[src/rtl/rv32i_mem_stage.sv]
// rv32i_mem_stage: RV32I memory stage steering loads/stores to RAM or one of NUM_IO IO channels.
// Define RV32I_MEM_MISALIGN_TRAP_EN to trap misaligned accesses instead of silently aligning them.
module rv32i_mem_stage #(
  parameter int NUM_IO     = 2,
  parameter int IO_SEL_BIT = 31,
  parameter int IO_CH_LSB  = 16
) (
  input  logic                   clk,
  input  logic                   reset,
  input  logic                   in_valid,
  output logic                   in_ready,
  input  logic [31:0]            pc_in,
  input  logic [31:0]            iw_in,
  input  logic [31:0]            alu_in,
  input  logic [31:0]            rs2_data_in,
  input  logic                   wb_en_in,
  input  logic [4:0]             wb_reg_in,
  output logic                   mem_req,
  output logic                   mem_we,
  output logic [3:0]             mem_be,
  output logic [29:0]            mem_addr,
  output logic [31:0]            mem_wdata,
  input  logic                   mem_ack,
  input  logic [31:0]            mem_rdata,
  output logic [NUM_IO-1:0]      io_req,
  output logic                   io_we,
  output logic [3:0]             io_be,
  output logic [29:0]            io_addr,
  output logic [31:0]            io_wdata,
  input  logic [NUM_IO-1:0]      io_ack,
  input  logic [32*NUM_IO-1:0]   io_rdata,
  output logic                   out_valid,
  output logic [31:0]            pc_out,
  output logic [31:0]            iw_out,
  output logic                   wb_en_out,
  output logic [4:0]             wb_reg_out,
  output logic [31:0]            wb_data_out,
  output logic                   df_mem_enable,
  output logic [4:0]             df_mem_reg,
  output logic [31:0]            df_mem_data,
  output logic                   misalign_trap
);
  localparam int CW = (NUM_IO > 1) ? $clog2(NUM_IO) : 1;
  typedef enum logic {IDLE, ACCESS} state_t;
  state_t state;
  logic [2:0] f3, acc_f3;
  logic is_ld, is_st, half, word, trap, ch_bad_in, acc_io, acc_ch_bad, acc_we, ack_io, done;
  logic [31:0] ea, wd_in, acc_wdata, rd_io, rdata, sh, ld;
  logic [3:0] be_in, acc_be;
  logic [CW-1:0] ch_in, acc_ch;
  logic [29:0] acc_addr;
  logic [1:0] acc_lo;
  assign in_ready = state == IDLE;
  assign mem_we = acc_we;
  assign mem_be = acc_be;
  assign mem_addr = acc_addr;
  assign mem_wdata = acc_wdata;
  assign io_we = acc_we;
  assign io_be = acc_be;
  assign io_addr = acc_addr;
  assign io_wdata = acc_wdata;
  assign df_mem_enable = out_valid & wb_en_out;
  assign df_mem_reg = wb_reg_out;
  assign df_mem_data = wb_data_out;
  always_comb begin
    f3 = iw_in[14:12];
    is_ld = iw_in[6:0] == 7'b0000011;
    is_st = iw_in[6:0] == 7'b0100011;
    half = f3[1:0] == 2'b01;
    word = f3[1];
`ifdef RV32I_MEM_MISALIGN_TRAP_EN
    trap = (is_ld | is_st) & ((half & alu_in[0]) | (word & |alu_in[1:0]));
    ea = alu_in;
`else
    trap = 1'b0;
    ea = {alu_in[31:2], alu_in[1] & ~word, alu_in[0] & ~half & ~word};
`endif
    ch_in = alu_in[IO_CH_LSB +: CW];
    ch_bad_in = 32'(ch_in) >= NUM_IO;
    be_in = word ? 4'b1111 : half ? 4'b0011 << ea[1:0] : 4'b0001 << ea[1:0];
    wd_in = word ? rs2_data_in : half ? {2{rs2_data_in[15:0]}} : {4{rs2_data_in[7:0]}};
  end
  // Out-of-range channels match no slot, so they read as zero and complete at once.
  always_comb begin
    ack_io = 1'b0;
    rd_io = '0;
    for (int i = 0; i < NUM_IO; i++)
      if (32'(acc_ch) == i) begin
        ack_io = io_ack[i];
        rd_io = io_rdata[32*i +: 32];
      end
    done = acc_io ? (acc_ch_bad | ack_io) : mem_ack;
    rdata = acc_io ? rd_io : mem_rdata;
    sh = rdata >> {acc_lo, 3'b000};
    ld = acc_f3[1] ? sh : acc_f3[0] ? {{16{~acc_f3[2] & sh[15]}}, sh[15:0]} : {{24{~acc_f3[2] & sh[7]}}, sh[7:0]};
  end
  always_ff @(posedge clk) begin
    if (reset) begin
      state <= IDLE;
      out_valid <= 1'b0;
      pc_out <= '0;
      iw_out <= '0;
      wb_en_out <= 1'b0;
      wb_reg_out <= '0;
      wb_data_out <= '0;
      misalign_trap <= 1'b0;
      mem_req <= 1'b0;
      io_req <= '0;
      acc_we <= 1'b0;
      acc_be <= '0;
      acc_addr <= '0;
      acc_wdata <= '0;
      acc_io <= 1'b0;
      acc_ch <= '0;
      acc_ch_bad <= 1'b0;
      acc_f3 <= '0;
      acc_lo <= '0;
    end else begin
      out_valid <= 1'b0;
      misalign_trap <= 1'b0;
      if (state == IDLE) begin
        if (in_valid) begin
          pc_out <= pc_in;
          iw_out <= iw_in;
          wb_reg_out <= wb_reg_in;
          wb_en_out <= wb_en_in & ~is_st & ~trap;
          wb_data_out <= alu_in;
          if ((is_ld | is_st) & ~trap) begin
            state <= ACCESS;
            mem_req <= ~alu_in[IO_SEL_BIT];
            io_req <= (alu_in[IO_SEL_BIT] & ~ch_bad_in) ? NUM_IO'(1) << ch_in : '0;
            acc_we <= is_st;
            acc_be <= be_in;
            acc_addr <= ea[31:2];
            acc_wdata <= wd_in;
            acc_io <= alu_in[IO_SEL_BIT];
            acc_ch <= ch_in;
            acc_ch_bad <= ch_bad_in;
            acc_f3 <= f3;
            acc_lo <= ea[1:0];
          end else begin
            out_valid <= 1'b1;
            misalign_trap <= trap;
          end
        end
      end else if (done) begin
        state <= IDLE;
        mem_req <= 1'b0;
        io_req <= '0;
        out_valid <= 1'b1;
        wb_data_out <= acc_we ? 32'h0 : ld;
      end
    end
  end
endmodule
[config.mk]
export PLATFORM = sky130hd
export DESIGN_NAME = rv32i_mem_stage
export DESIGN_NICKNAME = d
export VERILOG_FILES = /design/src/rtl/rv32i_mem_stage.sv
export SDC_FILE = /design/constraint.sdc
export NUM_CORES = 1
export LEC_CHECK = 0
export CORE_AREA = 2 2 201 203
export CTS_CLUSTER_DIAMETER = 50
export DETAILED_ROUTE_END_ITERATION = 16
export DIE_AREA = 0 0 203 205
export PLACE_DENSITY = 0.54
export SLEW_MARGIN = 20
export SYNTH_ARGS = -nofsm -noshare
export SYNTH_HDL_FRONTEND = slang
export SYNTH_SLANG_ARGS = --single-unit
[constraint.sdc]
create_clock -name clk -period 4.6 [get_ports clk]
set_input_delay 0.92 -clock clk [delete_from_list [all_inputs] [get_ports clk]]
set_output_delay 0.92 -clock clk [all_outputs]
set_load 0.02 [all_outputs]
# After elaboration in Yosys (flattened, before gate mapping)
# Index checks and enable logic that the tools add are counted.
word_totals:
  regBits: 181
  in_bits: 236
  out_inout_bits: 280
  wordCells: 76
classes:
  eq_ne: 4
  shift: 4
  mux: 31
  bitwise: 14
  reduce_logical: 6
ops:
  columns: ["operator", "n"]
  rows:
  - ["$mux 32", 10]
  - ["$shr 32x5->32", 1]
  - ["$mux 1", 14]
  - ["$mux 2", 5]
  - ["$mux 4", 2]
  - ["$and 1x1->1", 7]
  - ["$eq 7x2->1 const B", 1]
  - ["$eq 7x6->1 const B", 1]
  - ["$not 1->1", 6]
  - ["$reduce_and 3->1", 2]
  - ["$reduce_and 2->1", 2]
  - ["$reduce_bool 2->1", 2]
  - ["$shl 1x2->4 const A", 1]
  - ["$shl 2x2->4 const A", 1]
  - ["$eq 2x1->1 const B", 1]
  - ["$ne 2x1->1 const B", 1]
  - ["$shl 1x1->2 const A", 1]
  - ["$or 1x1->1", 1]

# Longest topological paths before layout
logic_depth:
  depth_word: 9
  mapped_depth: 8

# Least setup slack after synthesis
# OpenSTA, ideal clock, no wires.
synth_timing:
  path_kind: "input -> register"
  from: "input io_rdata[55]"
  to: "register wb_data_out[20], in the netlist df_mem_data[20]"
  setup_ns: 0.146
  arrival_time_ns: 2.340
  required_ns: 4.454
  slack_ns: 2.114
  cell_stages: 6
  n_path_buf: 1
  cell_sequence: "mux2_1 > mux4_2 > a2bb2oi_4 > o22a_4 > buf_6 > a211oi_2"
synth_via:
  elab_chain_len: 9
synth_rtl:
  columns: ["element", "line", "source"]
  rows:
  - ["from (decl)", "31", "input logic [32*NUM_IO-1:0] io_rdata,"]
  - ["$mux 32 (*)", "88", "if (32'(acc_ch) == i) begin"]
  - ["$mux 32 (*)", "93", "rdata = acc_io ? rd_io : mem_rdata;"]
  - ["$shr 32x5->32 (*)", "94", "sh = rdata >> {acc_lo, 3'b000};"]
  - ["$and 1x1->1", "95", "ld = acc_f3[1] ? sh : acc_f3[0] ? {{16{~acc_f3[2] & sh[15]}}, sh[15:0]} : {{24{~acc_f3[2] & sh[7]}}, sh[7:0]};"]
  - ["$mux 32 (*) (2 in a row)", "95", null]
  - ["$mux 32 (*)", "151", "wb_data_out <= acc_we ? 32'h0 : ld;"]
  - ["$mux 32 (*)", "146", "end else if (done) begin"]
  - ["$mux 32 (*)", "121", "if (state == IDLE) begin"]
  - ["to (signal assigned)", "127", "wb_data_out <= alu_in;"]
  - ["to (signal assigned)", "151", null]
  - ["to (decl)", "37", "output logic [31:0] wb_data_out,"]
# Mark *: on every way between the ends. The rest lies on a longest branch, timed or not. The select of a mux whose other input is x is not followed.
# A chain may end at the register's enable or synchronous reset.

# Final worst setup path
layout_timing:
  from: "register state"
  to: "output in_ready"
layout_via:
  elab_chain_len: 1
layout_rtl:
  columns: ["element", "line", "source"]
  rows:
  - ["from (decl)", "45", "state_t state;"]
  - ["from (signal assigned)", "99", "state <= IDLE;"]
  - ["from (signal assigned)", "129", "state <= ACCESS;"]
  - ["from (signal assigned)", "147", "state <= IDLE;"]
  - ["$not 1->1 (no source line)", null, null]
  - ["to (decl)", "11", "output logic in_ready,"]
# Every way passes these cells.

==> impl_metrics.csv <==
group,metric,value,unit
global_routing,grt-busiest-layer,"met2",
final_layout,drive_above_1_share,5.20,%
synth,synth_compound_area_share,21.2,%
floorplanning,die_x,203,microns
worst_setup_path,crit_path_max_incr_delay,0.72,ns
synth,synthXorXnorAreaFrac,0,%
worst_setup_path,arrival,2.07,ns
clock_tree,path_clk_slew,0.07,ns
timing,period_minus_slack,2.99,ns
clock_tree,clock_latency,0.45,ns
floorplanning,io_pins,516,
route,postRouteAntennaNets,0,
timing,slew-limit-headroom,46.2,%
floorplanning,core_region_area,39400,sq um
synth,synth_cell_types,52,
clock_tree,ctsRootBufferMaster,"clkbuf_16",
route,routed_wl,42.2,mm
global_routing,grt_pass1_vias,9406,
synth,ys_seq_area_share,39.4,%
synth,synthCells,1192,
worst_setup_path,required,3.68,ns
global_routing,grt_pass1_wl,60.4,mm
clock_tree,cts_buffers,17,
power,power_density,270,nW/um^2
timing,timing.final.crit_share,65.0,%
clock_tree,cts_hold_buf,0,
clock_tree,cts-resized-gates,0,
timing,finClkSkew,0.00768,ns
synth,synth-edff-count,0,
route,firstDrtPassIters,5,
global_routing,gr-usage-all-layers,19.5,%
clock_tree,cts.path.max_buffers,2,
synth,synth_flop_cell,"dfxtp_1",
global_routing,gr-total-overflow,0,
run,max_cap_viol_count,0,
timing,finalMaxSlewViolations,0,
synth,synthesis.nets,1428,
power,vdd_drop_max,0.292,mV
placed_design,hpwl,32.2,mm
route,drtIter0Drc,564,
global_routing,use_met3,5.30,%
worst_setup_path,worstPathCellList,"inv_1 -> clkdlybuf4s50_1",
timing,setup_viol,0,
worst_setup_path,cpMaxStageDelayCell,"clkdlybuf4s50_1",
final_layout,diodes,0,
global_routing,antenna_found_initial,1,
final_layout,fin_nets,1780,
global_routing,grt_util_met1,23.2,%
route,routedWlPerCell,20.3,microns
synth,ys_warn_count,0,
timing,worst_pin_slew,0.805,ns
synth,syn-cell-area,9100,sq um
final_layout,layout_common_cells,"513 x clkdlybuf4s50_1, 273 x nand2_1, 176 x dfxtp_1, 159 x a21oi_1, 114 x nor2_1",
placed_design,portBuffers,514,
synth,avgSynthCellArea,7.64,sq um
worst_setup_path,crit_path_end_kind,"primary output",
floorplanning,rows,73,
synth,muxShareOfSynthArea,6.91,%
placed_design,place_ws,1.14,ns
final_layout,syn_to_final_growth,59.3,%
floorplanning,start_util,23.1,%
synth,async_flop_share,0,%
floorplanning,die_h,205,microns
timing,fmax,0.335,GHz
global_routing,grt_max_degree,101,
clock_tree,cts_htree_levels,4,
global_routing,grt_use_met2,34.0,%
route,drc,0,
placed_design,place_congestion,0.849,
worst_setup_path,cp_max_fo,14,
clock_tree,cts_tree,"built",
worst_setup_path,criticalPathCategory,"reg2out",
synth,synthSimpleGateAreaFrac,19.2,%
power,power.leakage,5.03,nW
clock_tree,post_cts_buffers,0,
floorplanning,die_area,41600,sq um
synth,ys_ff_latch,179,
timing,hold_viol,0,
final_layout,final_common_cell,"clkdlybuf4s50_1",
synth,synth_top_family_by_area,"compound AO/OA/AOI/OAI gates",
worst_hold_path,hold_class,"reg2reg",
synth,synth_fa_ha_area_share,0,%
outcome,status,"finished, final reports clean",
clock_tree,cts_sinks,179,
final_layout,num-fill-cells,4102,
route,via_count,9634,
timing,fin_ws,1.61,ns
timing,rsz0062_at_grt,"false",
timing,setup-tns-final,0,ns
worst_setup_path,crit_path_start_kind,"flip-flop",
route,viasPerCell,4.63,
-- worst paths after layout --
check / startpoint / endpoint / slack [ns] / depth (start not counted)
min: pc_out[0] / pc_out[0] / 0.45 / 2
max: state / in_ready / 1.61 / 2
max reg2reg: acc_io / df_mem_data[8] / 1.70 / 5
min reg2reg: pc_out[0] / pc_out[0] / 0.45 / 2
-- synthesized netlist by cell type (9+ instances only) --
cell	n	share of area, %
a211oi_1	37	3.1
nor3_1	9	0.49
clkbuf_1	66	2.7
buf_2	14	0.77
a211oi_2	10	1.4
buf_4	109	9.0
nor2_1	114	4.7
dfxtp_1	179	39
mux2i_1	49	5.4
nand2_1	273	11
o21ai_0	62	3.4
a21oi_1	160	8.8
-- power breakdown --
| group | internal (mW) | switching (mW) |
|---|---|---|
| clock network | 0.805 | 0.697 |
| logic | 0.390 | 0.360 |
| registers | 1.61 | 0.0498 |
| total | 2.80 | 1.11 |
-- metal layers --
layer	share of wire (%)	wire length (microns)
met1	41	17200
met2	49	20800
met3	7.7	3230
met4	2.2	940
met5	0.031	13
-- logic make-up after synthesis --
group	count (synthesis)
AOI/OAI and AO/OA	314
muxes	59
DFF	179
buffers and inverters	205
other	1
and+or+nand+nor	434
-- critical path, delay by kind of cell, from the launching register on --
| kind | cells | cell delay (ns) |
|---|---|---|
| buf+inv | 2 | 1.17 |
| flops | 1 | 0.44 |
-- stage by stage --
stage	instance area (sq um)	utilization [%]	hold slack [ns]	power, mW	cells
floorplan	9100	-	0.459	2.00	1192
global placement	13900	35.3	0.441	2.44	2050
detailed placement	13900	35.3	0.446	2.45	2050
CTS	14500	36.8	0.456	3.96	2082
global route	14500	36.8	0.475	4.07	2082
finish	14500	36.8	0.451	3.91	2082
-- layout make-up --
cell class / instances / area [sq um] / share of cell area, %
repair buffers: 531 / 5300 / 36.5
clock buffers: 20 / 468 / 3.23
well taps: 525 / 657 / 4.53
clock inverters: 12 / 121 / 0.837
flip-flops and latches: 179 / 3590 / 24.8
inverters: 7 / 26.3 / 0.181
multi-input cells: 808 / 4340 / 29.9
Note: power is estimated with default switching activity, not from simulation.
